File: src/rtl/audio_pkg.sv
// -----------------------------------------------------------------------------
// audio_pkg
// Shared definitions for the I2S ADC receive path.
//   SAMPLE_W_DEF   : default bits per channel sample
//   rx_state_e     : receiver FSM states (IDLE, SKIP, SHIFT, HOLD)
//   stereo_frame_t : one stereo frame {left, right} at the default width
// -----------------------------------------------------------------------------
package audio_pkg;

  localparam int SAMPLE_W_DEF = 16;

  typedef enum logic [1:0] {
    ST_IDLE  = 2'd0,
    ST_SKIP  = 2'd1,
    ST_SHIFT = 2'd2,
    ST_HOLD  = 2'd3
  } rx_state_e;

  typedef struct packed {
    logic [SAMPLE_W_DEF-1:0] left;
    logic [SAMPLE_W_DEF-1:0] right;
  } stereo_frame_t;

endpackage

File: src/rtl/i2s_sync.sv
// -----------------------------------------------------------------------------
// i2s_sync
// Brings the three codec lines into the system clock domain and derives the
// strobes the receiver FSM runs on.
// Ports:
//   clk, rst_n   : system clock, asynchronous active-low reset
//   bclk         : raw codec bit clock
//   adclrck      : raw codec left/right clock
//   adcdat       : raw codec serial data
//   bclk_rise    : one-cycle strobe, synchronized bclk went 0 -> 1
//   lrck_toggle  : one-cycle strobe, synchronized adclrck changed level
//   lrck_sync    : synchronized adclrck level
//   dat_sync     : synchronized adcdat
// All three lines use the same number of stages, so data and clock edges keep
// their relative alignment after synchronization.
// -----------------------------------------------------------------------------
module i2s_sync #(
  parameter int SYNC_STAGES = 2
) (
  input  logic clk,
  input  logic rst_n,
  input  logic bclk,
  input  logic adclrck,
  input  logic adcdat,
  output logic bclk_rise,
  output logic lrck_toggle,
  output logic lrck_sync,
  output logic dat_sync
);

  logic [SYNC_STAGES-1:0] bclk_ff;
  logic [SYNC_STAGES-1:0] lrck_ff;
  logic [SYNC_STAGES-1:0] dat_ff;
  logic                   bclk_prev;
  logic                   lrck_prev;

  always_ff @(posedge clk or negedge rst_n) begin
    if (!rst_n) begin
      bclk_ff   <= '0;
      lrck_ff   <= '0;
      dat_ff    <= '0;
      bclk_prev <= 1'b0;
      lrck_prev <= 1'b0;
    end else begin
      bclk_ff[0] <= bclk;
      lrck_ff[0] <= adclrck;
      dat_ff[0]  <= adcdat;
      for (int i = 1; i < SYNC_STAGES; i++) begin
        bclk_ff[i] <= bclk_ff[i-1];
        lrck_ff[i] <= lrck_ff[i-1];
        dat_ff[i]  <= dat_ff[i-1];
      end
      bclk_prev <= bclk_ff[SYNC_STAGES-1];
      lrck_prev <= lrck_ff[SYNC_STAGES-1];
    end
  end

  assign bclk_rise   = bclk_ff[SYNC_STAGES-1] & ~bclk_prev;
  assign lrck_toggle = lrck_ff[SYNC_STAGES-1] ^ lrck_prev;
  assign lrck_sync   = lrck_ff[SYNC_STAGES-1];
  assign dat_sync    = dat_ff[SYNC_STAGES-1];

endmodule

File: src/rtl/audio_adc_rx.sv
// -----------------------------------------------------------------------------
// audio_adc_rx
// I2S ADC receiver: deserializes left/right words from a codec and presents
// them as stereo frames on a valid/ready output.
// Ports:
//   clk_50       : system clock, all logic runs here
//   ar           : asynchronous active-low reset
//   bclk         : codec bit clock (asynchronous, <= clk_50/8)
//   adclrck      : codec L/R clock, low = left slot, high = right slot
//   adcdat       : codec serial data, I2S, MSB first
//   frame_ready  : consumer accepts the held frame
//   left_out     : left sample, two's complement
//   right_out    : right sample, two's complement
//   frame_valid  : a stereo frame is held on left_out/right_out
//   overrun      : sticky, a completed frame was dropped
//   overrun_clr  : clears overrun (a simultaneous set wins)
//   crush        : (only with AUDIO_ADC_RX_BITCRUSH_EN) number of low bits
//                  zeroed in both samples when a frame is loaded
//   fsm_state    : current receiver FSM state, for observation
// Build option: define AUDIO_ADC_RX_BITCRUSH_EN to add the crush input.
//
// Output handshake: a frame transfers on any cycle where frame_valid and
// frame_ready are both high. left_out/right_out never change while
// frame_valid is high, except on the transfer cycle itself when a newly
// completed frame replaces the one just taken. frame_valid drops after a
// transfer unless such a replacement happens.
// -----------------------------------------------------------------------------
module audio_adc_rx
  import audio_pkg::*;
#(
  parameter int SAMPLE_W    = SAMPLE_W_DEF,
  parameter int SYNC_STAGES = 2
) (
  input  logic                clk_50,
  input  logic                ar,
  input  logic                bclk,
  input  logic                adclrck,
  input  logic                adcdat,
  input  logic                frame_ready,
`ifdef AUDIO_ADC_RX_BITCRUSH_EN
  input  logic [3:0]          crush,
`endif
  output logic [SAMPLE_W-1:0] left_out,
  output logic [SAMPLE_W-1:0] right_out,
  output logic                frame_valid,
  output logic                overrun,
  input  logic                overrun_clr,
  output rx_state_e           fsm_state
);

  localparam int                CNT_W    = $clog2(SAMPLE_W + 1);
  localparam logic [CNT_W-1:0]  LAST_BIT = CNT_W'(SAMPLE_W - 1);

  // Synchronized codec view
  logic bclk_rise;
  logic lrck_toggle;
  logic lrck_sync;
  logic dat_sync;

  i2s_sync #(
    .SYNC_STAGES (SYNC_STAGES)
  ) u_sync (
    .clk         (clk_50),
    .rst_n       (ar),
    .bclk        (bclk),
    .adclrck     (adclrck),
    .adcdat      (adcdat),
    .bclk_rise   (bclk_rise),
    .lrck_toggle (lrck_toggle),
    .lrck_sync   (lrck_sync),
    .dat_sync    (dat_sync)
  );

  // FSM and datapath state
  rx_state_e          state;
  rx_state_e          state_next;
  logic [CNT_W-1:0]   bit_cnt;
  logic [SAMPLE_W-1:0] shreg;
  logic [SAMPLE_W-1:0] shreg_shifted;
  logic               chan;        // 0 = left, 1 = right
  logic [SAMPLE_W-1:0] left_buf;
  logic               left_valid;  // left word from the current/previous left slot

  // FSM control strobes
  logic latch_chan;
  logic cnt_clr;
  logic shift_en;
  logic word_done;

  logic frame_done;
  logic xfer;
  logic [SAMPLE_W-1:0] crush_mask;

  assign fsm_state     = state;
  assign shreg_shifted = {shreg[SAMPLE_W-2:0], dat_sync};

  always_ff @(posedge clk_50 or negedge ar) begin
    if (!ar) begin
      state <= ST_IDLE;
    end else begin
      state <= state_next;
    end
  end

  // An adclrck transition always wins: it aborts any word in progress and
  // starts a new slot, whatever state we are in.
  always_comb begin
    state_next = state;
    latch_chan = 1'b0;
    cnt_clr    = 1'b0;
    shift_en   = 1'b0;
    word_done  = 1'b0;
    case (state)
      ST_IDLE: begin
        if (lrck_toggle) begin
          state_next = ST_SKIP;
          latch_chan = 1'b1;
        end
      end
      ST_SKIP: begin
        if (lrck_toggle) begin
          state_next = ST_SKIP;
          latch_chan = 1'b1;
        end else if (bclk_rise) begin
          // I2S one-bit delay: this edge carries no data for the new slot
          state_next = ST_SHIFT;
          cnt_clr    = 1'b1;
        end
      end
      ST_SHIFT: begin
        if (lrck_toggle) begin
          state_next = ST_SKIP;
          latch_chan = 1'b1;
        end else if (bclk_rise) begin
          shift_en = 1'b1;
          if (bit_cnt == LAST_BIT) begin
            word_done  = 1'b1;
            state_next = ST_HOLD;
          end
        end
      end
      ST_HOLD: begin
        if (lrck_toggle) begin
          state_next = ST_SKIP;
          latch_chan = 1'b1;
        end
      end
      default: state_next = ST_IDLE;
    endcase
  end

  always_ff @(posedge clk_50 or negedge ar) begin
    if (!ar) begin
      bit_cnt    <= '0;
      shreg      <= '0;
      chan       <= 1'b0;
      left_buf   <= '0;
      left_valid <= 1'b0;
    end else begin
      if (latch_chan) begin
        chan <= lrck_sync;
      end
      if (cnt_clr) begin
        bit_cnt <= '0;
      end else if (shift_en) begin
        bit_cnt <= bit_cnt + CNT_W'(1);
      end
      if (shift_en) begin
        shreg <= shreg_shifted;
      end
      if (word_done && !chan) begin
        left_buf <= shreg_shifted;
      end
      // A frame pairs a right word only with the left slot directly before it:
      // starting a new left slot forgets the old left word, and a finished
      // right word consumes it.
      if (latch_chan && !lrck_sync) begin
        left_valid <= 1'b0;
      end else if (word_done && !chan) begin
        left_valid <= 1'b1;
      end else if (word_done && chan) begin
        left_valid <= 1'b0;
      end
    end
  end

  // The right word goes straight from the shifter into the output register so
  // frame_valid rises the cycle after the last right bit is sampled.
  assign frame_done = word_done && chan && left_valid;
  assign xfer       = frame_valid && frame_ready;

`ifdef AUDIO_ADC_RX_BITCRUSH_EN
  always_comb begin
    crush_mask = '0;
    for (int i = 0; i < SAMPLE_W; i++) begin
      crush_mask[i] = (i >= int'(crush));
    end
  end
`else
  assign crush_mask = '1;
`endif

  always_ff @(posedge clk_50 or negedge ar) begin
    if (!ar) begin
      left_out    <= '0;
      right_out   <= '0;
      frame_valid <= 1'b0;
    end else begin
      if (frame_done && (!frame_valid || xfer)) begin
        left_out    <= left_buf & crush_mask;
        right_out   <= shreg_shifted & crush_mask;
        frame_valid <= 1'b1;
      end else if (xfer) begin
        frame_valid <= 1'b0;
      end
    end
  end

  always_ff @(posedge clk_50 or negedge ar) begin
    if (!ar) begin
      overrun <= 1'b0;
    end else begin
      if (frame_done && frame_valid && !frame_ready) begin
        overrun <= 1'b1;
      end else if (overrun_clr) begin
        overrun <= 1'b0;
      end
    end
  end

endmodule

File: config.mk
export PLATFORM = sky130hd
export DESIGN_NAME = audio_adc_rx
export DESIGN_NICKNAME = d
export VERILOG_FILES = /design/src/rtl/audio_pkg.sv /design/src/rtl/i2s_sync.sv /design/src/rtl/audio_adc_rx.sv
export SDC_FILE = /design/constraint.sdc
export NUM_CORES = 1
export LEC_CHECK = 0
export ABC_AREA = 1
export BUFFER_PORTS_ARGS = -buffer_cell sky130_fd_sc_hd__buf_4
export CAP_MARGIN = 20
export CORE_MARGIN = 2
export CORE_UTILIZATION = 57
export CTS_CLUSTER_DIAMETER = 120
export DETAILED_ROUTE_END_ITERATION = 12
export PLACE_DENSITY_LB_ADDON = 0.25
export SLEW_MARGIN = 20
export SYNTH_ARGS = -nofsm -noshare
export SYNTH_HDL_FRONTEND = slang
export SYNTH_SLANG_ARGS = --single-unit
File: constraint.sdc
create_clock -name clk_50 -period 2.1 [get_ports clk_50]
set_clock_uncertainty 0.15 [all_clocks]
set_input_delay 0.42 -clock clk_50 [delete_from_list [all_inputs] [get_ports clk_50]]
set_output_delay 0.42 -clock clk_50 [all_outputs]
set_load 0.005 [all_outputs]
==> results of run 1 <==
==> layout by cell type (no fill, tap or decap), types with 4 or more instances in the layout <==
cell type  synthesis  layout
clkbuf_16          0       4
o21ai_0           24      24
nand3_1            7       7
o21ai_1           14      14
buf_4              3      52
nand2_4            0       5
nand2_2            1      22
nand4_1           32      32
nand2_1          115      89
dfrtp_1           82      82
inv_1             31      29
clkbuf_8           0      12
==> final timing paths <==
kind	startpoint	end	slack [ps]
setup / recovery	bit_cnt[1]$_DFFE_PN0P_	right_out[11]$_DFFE_PN0P_	-20
hold / removal	adcdat	u_sync.dat_ff[0]$_DFF_PN0_	20
setup reg to reg	bit_cnt[1]$_DFFE_PN0P_	right_out[11]$_DFFE_PN0P_	-20
hold reg to reg	u_sync.lrck_ff[0]$_DFF_PN0_	u_sync.lrck_ff[1]$_DFF_PN0_	200
max in group asynchronous	ar	bit_cnt[4]$_DFFE_PN0P_	790
min in group asynchronous	ar	left_out[5]$_DFFE_PN0P_	450
==> cell usage after synthesis, drive strengths merged <==
| cell type | count |
|---|---|
| nand2 | 116 |
| dfrtp | 82 |
| o21ai | 38 |
| nand4 | 33 |
| inv | 31 |
| buf | 10 |
| clkbuf | 9 |
| nand3 | 8 |
| ha | 5 |
| nor2 | 5 |
| nor3 | 4 |
| a21oi | 1 |
| nor3b | 1 |
| o22ai | 1 |
==> cell families (layout without fill, tap and decap cells) <==
logic type      count (synthesis)  count (layout)  share of synthesized area
buf+inv                        50             109                     0.0683
simple gates                  167             167                      0.233
flops                          82              82                      0.619
fa+ha+maj                       5               5                     0.0189
compound gates                 40              40                     0.0608
==> final cells by class <==
type | instances | area [sq um]
multi-input combinational | 212 | 1140
clock buffer | 13 | 169
inverter | 31 | 116
tap | 72 | 90.1
sequential | 82 | 2050
fill | 379 | 1360
timing repair buffer | 62 | 583
clock inverter | 3 | 68.8
==> worst register-to-register path, cell delays in order (launching register included) <==
cell and delay [ps]:
dfrtp_1 380, ha_2 190, inv_2 50, nor3_2 130, ha_2 230, inv_2 60
nor3_4 250, nand4_4 220, clkbuf_16 250, nand2_2 60, nand2_1 50
==> layer usage <==
metal / share of wire / routed length (um)
met3: 0.047 / 358
met5: 0 / 0
met2: 0.52 / 3890
met1: 0.41 / 3060
met4: 0.031 / 235
==> repair_timing <==
action / CTS / global route
gates resized for setup: 0 / 37
hold endpoints to repair: 43 / 0
setup buffers: 0 / 3
setup endpoints to repair: 1 / 48
pin swaps: 1 / 4
hold buffers: 1 / 0
cloned: 0 / 5
==> sequential cells by signal, summed over array words and instances, names as in the netlist, 5 cells and up <==
signal	flops
bit_cnt	5
left_buf	16
left_out	16
right_out	16
shreg	15
==> metrics by stage <==
| step | util | total power [uW] | instance area (sq um) |
|---|---|---|---|
| CTS | 0.714 | 3280 | 3980 |
| detailed placement | 0.669 | 1970 | 3730 |
| finish | 0.756 | 3280 | 4220 |
| global placement | 0.669 | 1950 | 3730 |
| global route | 0.756 | 3400 | 4220 |
| floorplan | - | 1850 | 3310 |
==> power groups by stage <==
stage / registers [uW] / logic [uW] / clock network [uW]
floorplan: 1700 / 147 / 0
global placement: 1710 / 246 / 0
detailed placement: 1710 / 265 / 0
CTS: 1680 / 270 / 1330
global route: 1690 / 305 / 1410
finish: 1680 / 268 / 1330
==> key figures, run 1 <==
Pwr
  • Clock power share: 0.406
  • VDD IR max: just under 700 uV
  • Gate power share: 0.082
  • Pwr dens: 777 mW/mm^2
  • Net Switching: ~770 uW
  • Flop pwr share: 0.513
  • Internal: 2510 uW
  • Leak: between 0.002 and 0.0025 uW
  • Switch share: 0.235

STA
  • Fmax: ~470 MHz
  • RSZ-0062 raised after global routing: yes
  • Hold WS: about 19 ps
  • Slew @ Worst Pin: ~560 ps
  • Final hold violations: 0
  • Final min period: approximately 2100 ps
  • Final period utilization: 1.01
  • Count of final setup violators: 9
  • Pins over their slew limit: 0
  • Setup TNS after final layout: -67.9 ps
  • Setup ws final: -22.0 ps
  • Slew HR: 0.629

Logic synthesis
  • Post-Syn Area: ~0.0033 sq mm
  • Post-synthesis sequential area ratio: 0.619
  • Syn Inst Count: ~340
  • Area share of the largest cell type after synthesis: 0.619
  • Yosys reg bits: 82
  • Avg Cell Area, Syn: just under 10 sq um
  • Syn_nets: around 360
  • Synth area leaders: dfrtp_1 (62%), nand2_1 (13%), nand4_1 (6.0%)
  • Syn. warnings: 0
  • Netlist cell types: 23
  • Cell accounting for the most synthesized area: dfrtp_1

Cells and area
  • Fin cells: between 400 and 500
  • Area delta synth->final: 27.2%
  • Layout cells sized above 1: 0.280
  • Fin nets: just over 400
  • Ant diodes: 0

Route
  • DR vias/cell: 5.51
  • WL/cell: ~16 um
  • Final ANT Viol Nets: 0
  • Vias: ~2,600
  • Residual DRC: 0
  • Initial detailed-routing violation count: roughly 210
  • First-pass DRT Iterations: 5
  • Routed WL: about 7500 um

Worst setup path
  • Buf/Inv on CP: 3
  • Setup crit start kind: flip-flop
  • R2R depth: 10
  • Critical path depth: 10
  • Setup crit end kind: flip-flop
  • CP arrival: approximately 2200 ps
  • Crit path max-delay family: simple AND/OR/NAND/NOR gates
  • CP max FO: 8
  • Crit path required time: between 2000 and 2500 ps
  • CP max-delay cell: dfrtp_1
  • Cells along the critical path: ha_2 -> inv_2 -> nor3_2 -> ha_2 -> inv_2 -> nor3_4 -> nand4_4 -> clkbuf_16 -> nand2_2 -> nand2_1
  • Setup CP Type: flip-flop to flip-flop
  • Worst stage delay on the critical path: 380 ps

GRT
  • Initial antenna violation count: 0
  • GR Util met2: 0.377
  • Global route hottest layer: met2
  • Grt met1 use: 0.292
  • GR Util met3: 0.0438
  • Grt total ovfl: 0
  • Largest net degree at the start of global routing: 46
  • First-pass GRT wire length: roughly 11,000 um
  • GR Util All Layers: 0.229
  • Vias in the first global route: between 2,000 and 2,500

Placement
  • Cell count after placement: 450
  • DP Worst Slack: ~26 ps
  • GP Congestion: 0.791
  • DP HPWL: approximately 4400 um
  • Port bufs: between 40 and 50

Floorplanning
  • # IOs: 43
  • Die height: 80.3 um
  • Die W: around 80 um
  • Core area: about 0.0056 sq mm
  • Initial core utilization: 0.595
  • Overall die area: ~0.0064 sq mm
  • FP Rows: 27

Flow run
  • Reported max-cap violation count: 0

Outcome
  • Status: complete, but fails checks
  • Failing checks: setup timing

Clock network
  • CTS HTree Levels: 3
  • Clk slew on worst S/H paths: 80 ps
  • Root buf cell: clkbuf_8
  • CTS max path bufs: 2
  • CTS buffer count: 9
  • Clk_lat worst skew: about 350 ps
  • CTS tree: done
  • Clk sinks: a little over 80

Hold path
  • Worst Hold Path Cells: 1
  • HP Class: input port to flip-flop
(Power assumes the default switching activity.)
==> inputs of run 2 (changes only) <==
--- a/config.mk
+++ b/config.mk
@@ -9,7 +9,7 @@
 export BUFFER_PORTS_ARGS = -buffer_cell sky130_fd_sc_hd__buf_4
 export CAP_MARGIN = 20
 export CORE_MARGIN = 2
-export CORE_UTILIZATION = 57
+export CORE_UTILIZATION = 61
 export CTS_CLUSTER_DIAMETER = 120
 export DETAILED_ROUTE_END_ITERATION = 12
 export PLACE_DENSITY_LB_ADDON = 0.25
==> constraint.sdc (replaced) <==
create_clock -name clk_50 -period 2.48 [get_ports clk_50]
set_clock_uncertainty 0.15 [all_clocks]
set_input_delay 0.496 -clock clk_50 [delete_from_list [all_inputs] [get_ports clk_50]]
set_output_delay 0.496 -clock clk_50 [all_outputs]
set_load 0.005 [all_outputs]
==> key figures, run 2 (synthesis gave the netlist of run 1 again) <==
Clock network
  • CTS max path bufs: 2
  • CTS HTree Levels: 3
  • Root buf cell: clkbuf_8
  • Clk sinks: between 80 and 90
  • Clk slew on worst S/H paths: approximately 80 ps
  • CTS tree: done
  • CTS buffer count: 9
  • Clk_lat worst skew: 350 ps

GRT
  • Initial antenna violation count: 0
  • First-pass GRT wire length: approximately 11,000 um
  • Vias in the first global route: between 2,000 and 2,500
  • GR Util met2: 0.384
  • Global route hottest layer: met2
  • GR Util met3: 0.0709
  • GR Util All Layers: 0.239
  • Grt total ovfl: 0
  • Largest net degree at the start of global routing: slightly above 40
  • Grt met1 use: 0.300

Cells and area
  • Layout cells sized above 1: 0.185
  • Biggest regs: left_buf: 16 flops, left_out: 16 flops, right_out: 16 flops
  • Ant diodes: 0
  • Final instance area: just under 0.004 sq mm
  • Area delta synth->final: 18.7%
  • Most frequent cells in the layout: nand2_1 (115), dfrtp_1 (82), buf_4 (50)
  • Fin nets: approximately 400
  • Commonest non-fill, non-tap cell in the layout: nand2_1

Floorplanning
  • Initial core utilization: 0.641
  • # IOs: 43
  • Die W: 77.7 um
  • Die height: 77.7 um
  • Core area: just over 0.005 sq mm
  • Overall die area: between 0.006 and 0.007 sq mm
  • FP Rows: 26

Worst setup path
  • CP max FO: 16
  • R2R depth: 9
  • Crit path required time: about 2600 ps
  • CP arrival: approximately 2400 ps
  • Setup crit start kind: flip-flop
  • Reg-to-reg endpoint: left_out[4]$_DFFE_PN0P_
  • Cells along the critical path: ha_1 -> inv_1 -> nor3_1 -> ha_1 -> inv_1 -> nor3_4 -> nand4_4 -> nand2_1 -> nand2_1
  • CP max-delay cell: dfrtp_1
  • Setup CP Type: flip-flop to flip-flop
  • R2r setup slk: approximately 170 ps
  • Worst stage delay on the critical path: 380 ps
  • Worst reg2reg path startpoint: bit_cnt[0]$_DFFE_PN0P_
  • Setup crit end kind: flip-flop

Placement
  • DP HPWL: ~4300 um
  • GP Congestion: about 0.82
  • Placed instance area: approximately 0.0037 sq mm
  • Port bufs: 42

STA
  • Count of final setup violators: 0
  • Slew HR: 0.578
  • Final period utilization: 0.931
  • Fmax: 433 MHz
  • Final hold violations: 0
  • Final min period: around 2300 ps
  • Slew @ Worst Pin: around 630 ps
  • Pins over their slew limit: 0

Route
  • DR vias/cell: around 5.5
  • Routed WL: roughly 6900 um
  • First-pass DRT Iterations: 6
  • Residual DRC: 0
  • Initial detailed-routing violation count: ~260
  • Final ANT Viol Nets: 0
  • WL/cell: 14.8 um
  • Vias: 2,575

Pwr
  • VDD IR max: roughly 440 uV
  • Pwr dens: 659 mW/mm^2
  • Pwr Total: 2590 uW
  • Leak: 0.00206 uW

Hold path
  • Hold wc startpoint: bclk
  • Worst Hold Path Cells: 1
  • HP Class: input port to flip-flop
  • Worst Hold End: u_sync.bclk_ff[0]$_DFF_PN0_

Flow run
  • Reported max-cap violation count: 0

Outcome
  • Status: finished, final reports clean
run 2: changes by cell type in the layout (fill, tap and decap cells not counted), sizes merged:
cell      delta
clkinv       +2
bufinv       -1
inv          -1
buf          -5
clkinvlp     +1
clkbuf       -5
nand4        +1
run 2: cell type report:
class	count	area (sq um)
inverters	31	116
flip-flops and latches	82	2050
repair buffers	53	425
clock buffers	12	145
well taps	70	87.6
multi-input cells	213	1060
clock inverters	4	51.3
fillers	380	1240
run 2: critical path: cells and delay by family, from the launching register on:
family        cells  cell delay (ps)
simple gates      5             1150
buf+inv           2              140
flops             1              380
fa+ha+maj         2              370
run 2: worst max path at each step:
stage	start	to	slack (ps)	cells past startpoint
global route	bit_cnt[0]$_DFFE_PN0P_	left_out[4]$_DFFE_PN0P_	-2	9
global placement	bit_cnt[0]$_DFFE_PN0P_	left_out[13]$_DFFE_PN0P_	290	9
finish	bit_cnt[0]$_DFFE_PN0P_	left_out[4]$_DFFE_PN0P_	170	9
detailed placement	bit_cnt[0]$_DFFE_PN0P_	right_out[14]$_DFFE_PN0P_	110	9
floorplan	bit_cnt[0]$_DFFE_PN0P_	left_out[5]$_DFFE_PN0P_	590	10
CTS	bit_cnt[0]$_DFFE_PN0P_	right_out[10]$_DFFE_PN0P_	110	9
run 2: per-layer routing:
layer | share of wire | wire, um
met5 | 0 | 0
met2 | 0.51 | 3490
met1 | 0.41 | 2840
met3 | 0.060 | 410
met4 | 0.020 | 138
run 2: repair_timing:
action	4_1_cts	5_1_grt
hold endpoints to repair	38	0
endpoints found under the setup margin	0	32
gates resized for setup	0	1
hold buffers	1	0
buffers inserted	0	1
run 2: power by group:
part,leakage (uW),internal (uW),switching [uW]
combinational,0.000839,82.1,131
clock,0.0000966,493,460
sequential,0.00112,1380,44.1
run 2: through the flow:
stage	cells	setup TNS [ps]	utilization	setup WS [ps]	hold WS (ps)
2_1_floorplan	344	0	-	589	50.4
3_5_place_dp	446	0	0.713	109	187
4_1_cts	463	0	0.753	106	86.6
5_1_grt	465	-1.68	0.761	-1.68	73.6
3_3_place_gp	446	0	0.713	288	183
6_report	465	0	0.761	171	95.7
